$ cat config.mk
export PLATFORM = sky130hd
export DESIGN_NAME = dff_pipe
export DESIGN_NICKNAME = d
export VERILOG_FILES = /design/src/rtl/dff_pipe.sv
export SDC_FILE = /design/constraint.sdc
export NUM_CORES = 1
export LEC_CHECK = 0
export BUFFER_PORTS_ARGS = -buffer_cell sky130_fd_sc_hd__buf_2
export CAP_MARGIN = 5
export CORE_MARGIN = 2
export CORE_UTILIZATION = 52
export CTS_BUF_LIST = sky130_fd_sc_hd__clkbuf_4 sky130_fd_sc_hd__clkbuf_8
export CTS_CLUSTER_DIAMETER = 150
export DETAILED_ROUTE_END_ITERATION = 6
export GPL_ROUTABILITY_DRIVEN = 0
export GPL_TIMING_DRIVEN = 0
export HOLD_SLACK_MARGIN = 0.02
export PLACE_DENSITY_LB_ADDON = 0.08
export REMOVE_ABC_BUFFERS = 1
export SLEW_MARGIN = 10
export SYNTH_ARGS = -nofsm -noshare
export SYNTH_HDL_FRONTEND = slang
export SYNTH_SLANG_ARGS = --single-unit
export TNS_END_PERCENT = 20
$ cat constraint.sdc
create_clock -name clk -period 2 [get_ports clk]
set_input_delay 0.3 -clock clk [delete_from_list [all_inputs] [get_ports clk]]
set_output_delay 0.3 -clock clk [all_outputs]
set_load 0.05 [all_outputs]
$ cat src/rtl/dff_pipe.sv
// WIDTH-bit, STAGES-deep handshaked register pipeline. Empty stages keep filling
// under backpressure, so bubbles compress; flush and async reset clear every stage.
module dff_pipe #(
    parameter int              WIDTH     = 8,
    parameter int              STAGES    = 4,
    parameter logic [WIDTH-1:0] RESET_VAL = '0
) (
    input  logic                         clk,
    input  logic                         rst_n,
    input  logic                         flush,
    input  logic                         in_valid,
    output logic                         in_ready,
    input  logic [WIDTH-1:0]             in_data,
    output logic                         out_valid,
    input  logic                         out_ready,
    output logic [WIDTH-1:0]             out_data,
    output logic [$clog2(STAGES+1)-1:0]  occupancy
);

    localparam int OCC_W = $clog2(STAGES + 1);

    logic [STAGES-1:0] v;
    logic [STAGES-1:0] rdy;
    logic [STAGES-1:0] up_v;
    logic [WIDTH-1:0]  d    [STAGES];
    logic [WIDTH-1:0]  up_d [STAGES];

    // A stage can load when it is empty or everything downstream of it moves.
    // A scalar accumulator keeps the chain free of vector self-dependency.
    always_comb begin
        logic acc;
        acc = out_ready;
        rdy = '0;
        for (int i = STAGES - 1; i >= 0; i--) begin
            acc    = acc | ~v[i];
            rdy[i] = acc;
        end
    end

    assign in_ready = rdy[0] & ~flush;

    always_comb begin
        up_v    = '0;
        up_v[0] = in_valid & in_ready;
        up_d[0] = in_data;
        for (int i = 1; i < STAGES; i++) begin
            up_v[i] = v[i-1];
            up_d[i] = d[i-1];
        end
    end

    always_ff @(posedge clk or negedge rst_n) begin
        if (!rst_n) begin
            v <= '0;
            for (int i = 0; i < STAGES; i++) d[i] <= RESET_VAL;
        end else if (flush) begin
            v <= '0;
            for (int i = 0; i < STAGES; i++) d[i] <= RESET_VAL;
        end else begin
            for (int i = 0; i < STAGES; i++) begin
                if (rdy[i]) begin
                    v[i] <= up_v[i];
                    if (up_v[i]) d[i] <= up_d[i];
                end
            end
        end
    end

    always_comb begin
        logic [OCC_W-1:0] cnt;
        cnt = '0;
        for (int i = 0; i < STAGES; i++) cnt = cnt + OCC_W'(v[i]);
        occupancy = cnt;
    end

    assign out_valid = v[STAGES-1];
    assign out_data  = d[STAGES-1];

endmodule

==> results.toml <==
[synthesis]
fraction_of_the_mapped_netlist_area_in_compound_gates_pct = 13.53
yosys.cell_count.top_type = "dfrtp_1"
postSynthAreaPerCell_um2 = 11.40
synth.area.top_cells = "dfrtp_1 (53%), mux2i_1 (9.4%), nand2b_1 (9.1%)"
synth-xor-area-share_pct = 0
synth_top_family_by_area = "simple AND/OR/NAND/NOR gates"
synth-edff-count = 0
postSynthRegisterBits = 36
synth-simple-area-share_pct = 14.56
synth_cell_type_count = 24
synthTopCellsByCount = "dfrtp_1 (36), nand2b_1 (25), mux2i_1 (16), a21oi_1 (12)"
synth_cells = 150
synthesis.area_um2 = 1710
ys_seq_area_share_pct = 52.67
dominantRegCellSynth = "dfrtp_1"
synth_adder_area_share_pct = 2.634
synth.area.mux_share_pct = 9.364
synth_async_sr_flop_share_pct = 100.0
post_synth_top_area_cell = "dfrtp_1"
synth.top_cell.area_share_pct = 52.67
synthesis.yosys.warnings = 0

[sta]
timing.clock.skew_ps = 3.336
clock.fmax_mhz = 451.7
fin_hold_ws_ps = 24.75
finalSetupViolCount = 3
slew_headroom_pct = 49.35
post-route-min-period_ps = 2214
report.final.hold_viol_count = 0
unrepaired_setup_endpoints_after_global_routing = "yes"
tightestPinTransition_ps = 759.7
post-route-period-util_pct = 110.7
post-route-worst-setup-slack_ps = -214.0
slew_violations = 0
setup-tns-final_ps = -377.6

[drt]
wirelength_per_cell_um = 12.92
first_pass_iters = 4
highest_layer = "met4"
routed_wl_um = 2790
routed-wl-met2_um = 1327
final_antenna_net_count = 0
route.layer.met1.wl_um = 1312
num_vias = 1074
met3_wirelength_um = 125
dr_iter_0_viols = 47
avgViaCountPerCell = 4.972
drt_drc_violations_left = 0

[power]
p_comb_share_pct = 10.2
internal_power_mw = 1.081
power.density_cell_area_nw_per_um2 = 713.8
ir_worst_vdd_uv = 397.9
power_switching_uw = 327.0
clockPowerShare_pct = 36.1
total_leakage_power_nw = 0.9717
design_power_total_mw = 1.408
switching_share_pct = 23.23
share_seq_of_total_power_pct = 53.7

[global_route]
grt-ovfl-total = 0
global_route_usage_over_all_layers_pct = 18.25
pin_count_of_the_biggest_net_entering_global_routing = 41
first_global_vias = 1092
antenna_found_initial = 0
grt_first_pass_wirelength_um = 4864

[floorplanning]
die_width_um = 61.35
core_region_area_um2 = 3103
rows = 20
dieHeight_um = 61.35
num_io_pins = 26
floorplan.initialDensity_pct = 55.12
die-area_um2 = 3764

[critical_path]
cp_data_arrival_time_ps = 1910
worst-setup-path-type = "reg2out"
cp.required_ps = 1700
path_max_fanout = 2
critical_path.startpoint_type = "flip-flop"
critPathCaptureType = "output port"

[clock_network]
cts_htree_levels = 2
clockBufferDepth = 2
root_buffer = "clkbuf_4"
cts_hold_buffers_added = 0
tritoncts = "yes"
cts.clk_slew.worst_paths_ps = 100
insertion_delay_ps = 340
cts_sink_count = 36
cts_made_buffers = 5

[worst_hold_path]
hold_path.class = "in2async"

[cells_and_area]
finish.net_count = 187
post-route-cell-area_um2 = 1972
multiInputGateArea_um2 = 710.7
register_area_um2 = 904.6
antenna-diode-count = 0
drive_gt1_share_pct = 30.81
layout.filler_cells = 291
area_delta_synth_final_pct = 15.29

[run_status]
failed_checks = "setup timing"
run_status = "finished, violations left"

[flow_run]
timing.max_cap.violations = 0

[placed_design]
place_area_um2 = 1793
detailedPlacementHpwl_um = 1818
io_buffers = 25
power by group through the flow:
stage	registers (mW)	logic (mW)	clock network (mW)
floorplan	0.771	0.0731	0
finish	0.756	0.144	0.508
detailed placement	0.772	0.120	0
global placement	0.771	0.116	0
CTS	0.755	0.137	0.526
global route	0.758	0.158	0.559
final cells by class:
type,instances,share of cell area (%)
flip-flops and latches,36,45.88
multi-input cells,91,36.04
repair buffers,30,9.772
well taps,44,2.792
clock buffers,6,2.284
clock inverters,2,1.777
inverters,7,1.459
placed cells by master, fill, tap and decap left out, drive strengths merged, types with 2 or more instances in the layout:
cell type	netlist	final
a21oi	12	12
nand3	9	9
inv	7	7
a22o	8	8
buf	13	30
mux2i	16	16
dfrtp	36	36
clkbuf	3	6
ha	2	2
o21ai	9	9
nand2b	25	25
nand3b	2	2
metrics by stage:
stage | util, % | setup WS [ps] | cells
finish | 63.55 | -214.0 | 216
detailed placement | 57.78 | -185.8 | 203
global route | 63.55 | -292.7 | 216
CTS | 62.58 | -235.0 | 214
global placement | 57.78 | -126.2 | 203
floorplan | - | -390.5 | 134
flip-flops by register name (all words and copies together), names as in the netlist:
name,flops
d,24
v,4
out_data,8
kinds of logic (layout without fill, tap and decap cells):
group	after synthesis	count (layout)
compound gates	32	32
fa+ha+maj	3	3
buf+inv	23	45
flops	36	36
mux	16	16
simple gates	40	40
repair_timing:
item	CTS	global route
pin swaps	2	2
buffers inserted	3	2
cloned	0	0
gates resized for setup	16	4
endpoints found under the setup margin	3	4
layer usage:
metal / global-route usage, % / up-vias
li1: - / 554
met1: 21.78 / 489
met2: 29.33 / 27
met3: 6.933 / 4
met4: 8.511 / 0
met5: 0 / -
worst max-delay path, stage by stage, from the launching register on:
cell     delay [ps]
dfrtp_2         380
inv_2            40
fa_1            550
inv_2            50
ha_4            160
ha_4            260
buf_8           140
worst paths after layout:
path                            start            to  slack [ps]  cells past startpoint
max                              v[0]  occupancy[1]        -210                      6
min                             rst_n   out_data[6]          20                      1
max reg2reg                      v[3]         d[25]         490                      4
min reg2reg                     d[28]         d[28]         510                      1
max in group asynchronous       rst_n          v[2]        1450                      1
min in group clk           in_data[6]         d[30]         180                      2
Note: power is estimated with default switching activity, not from simulation.
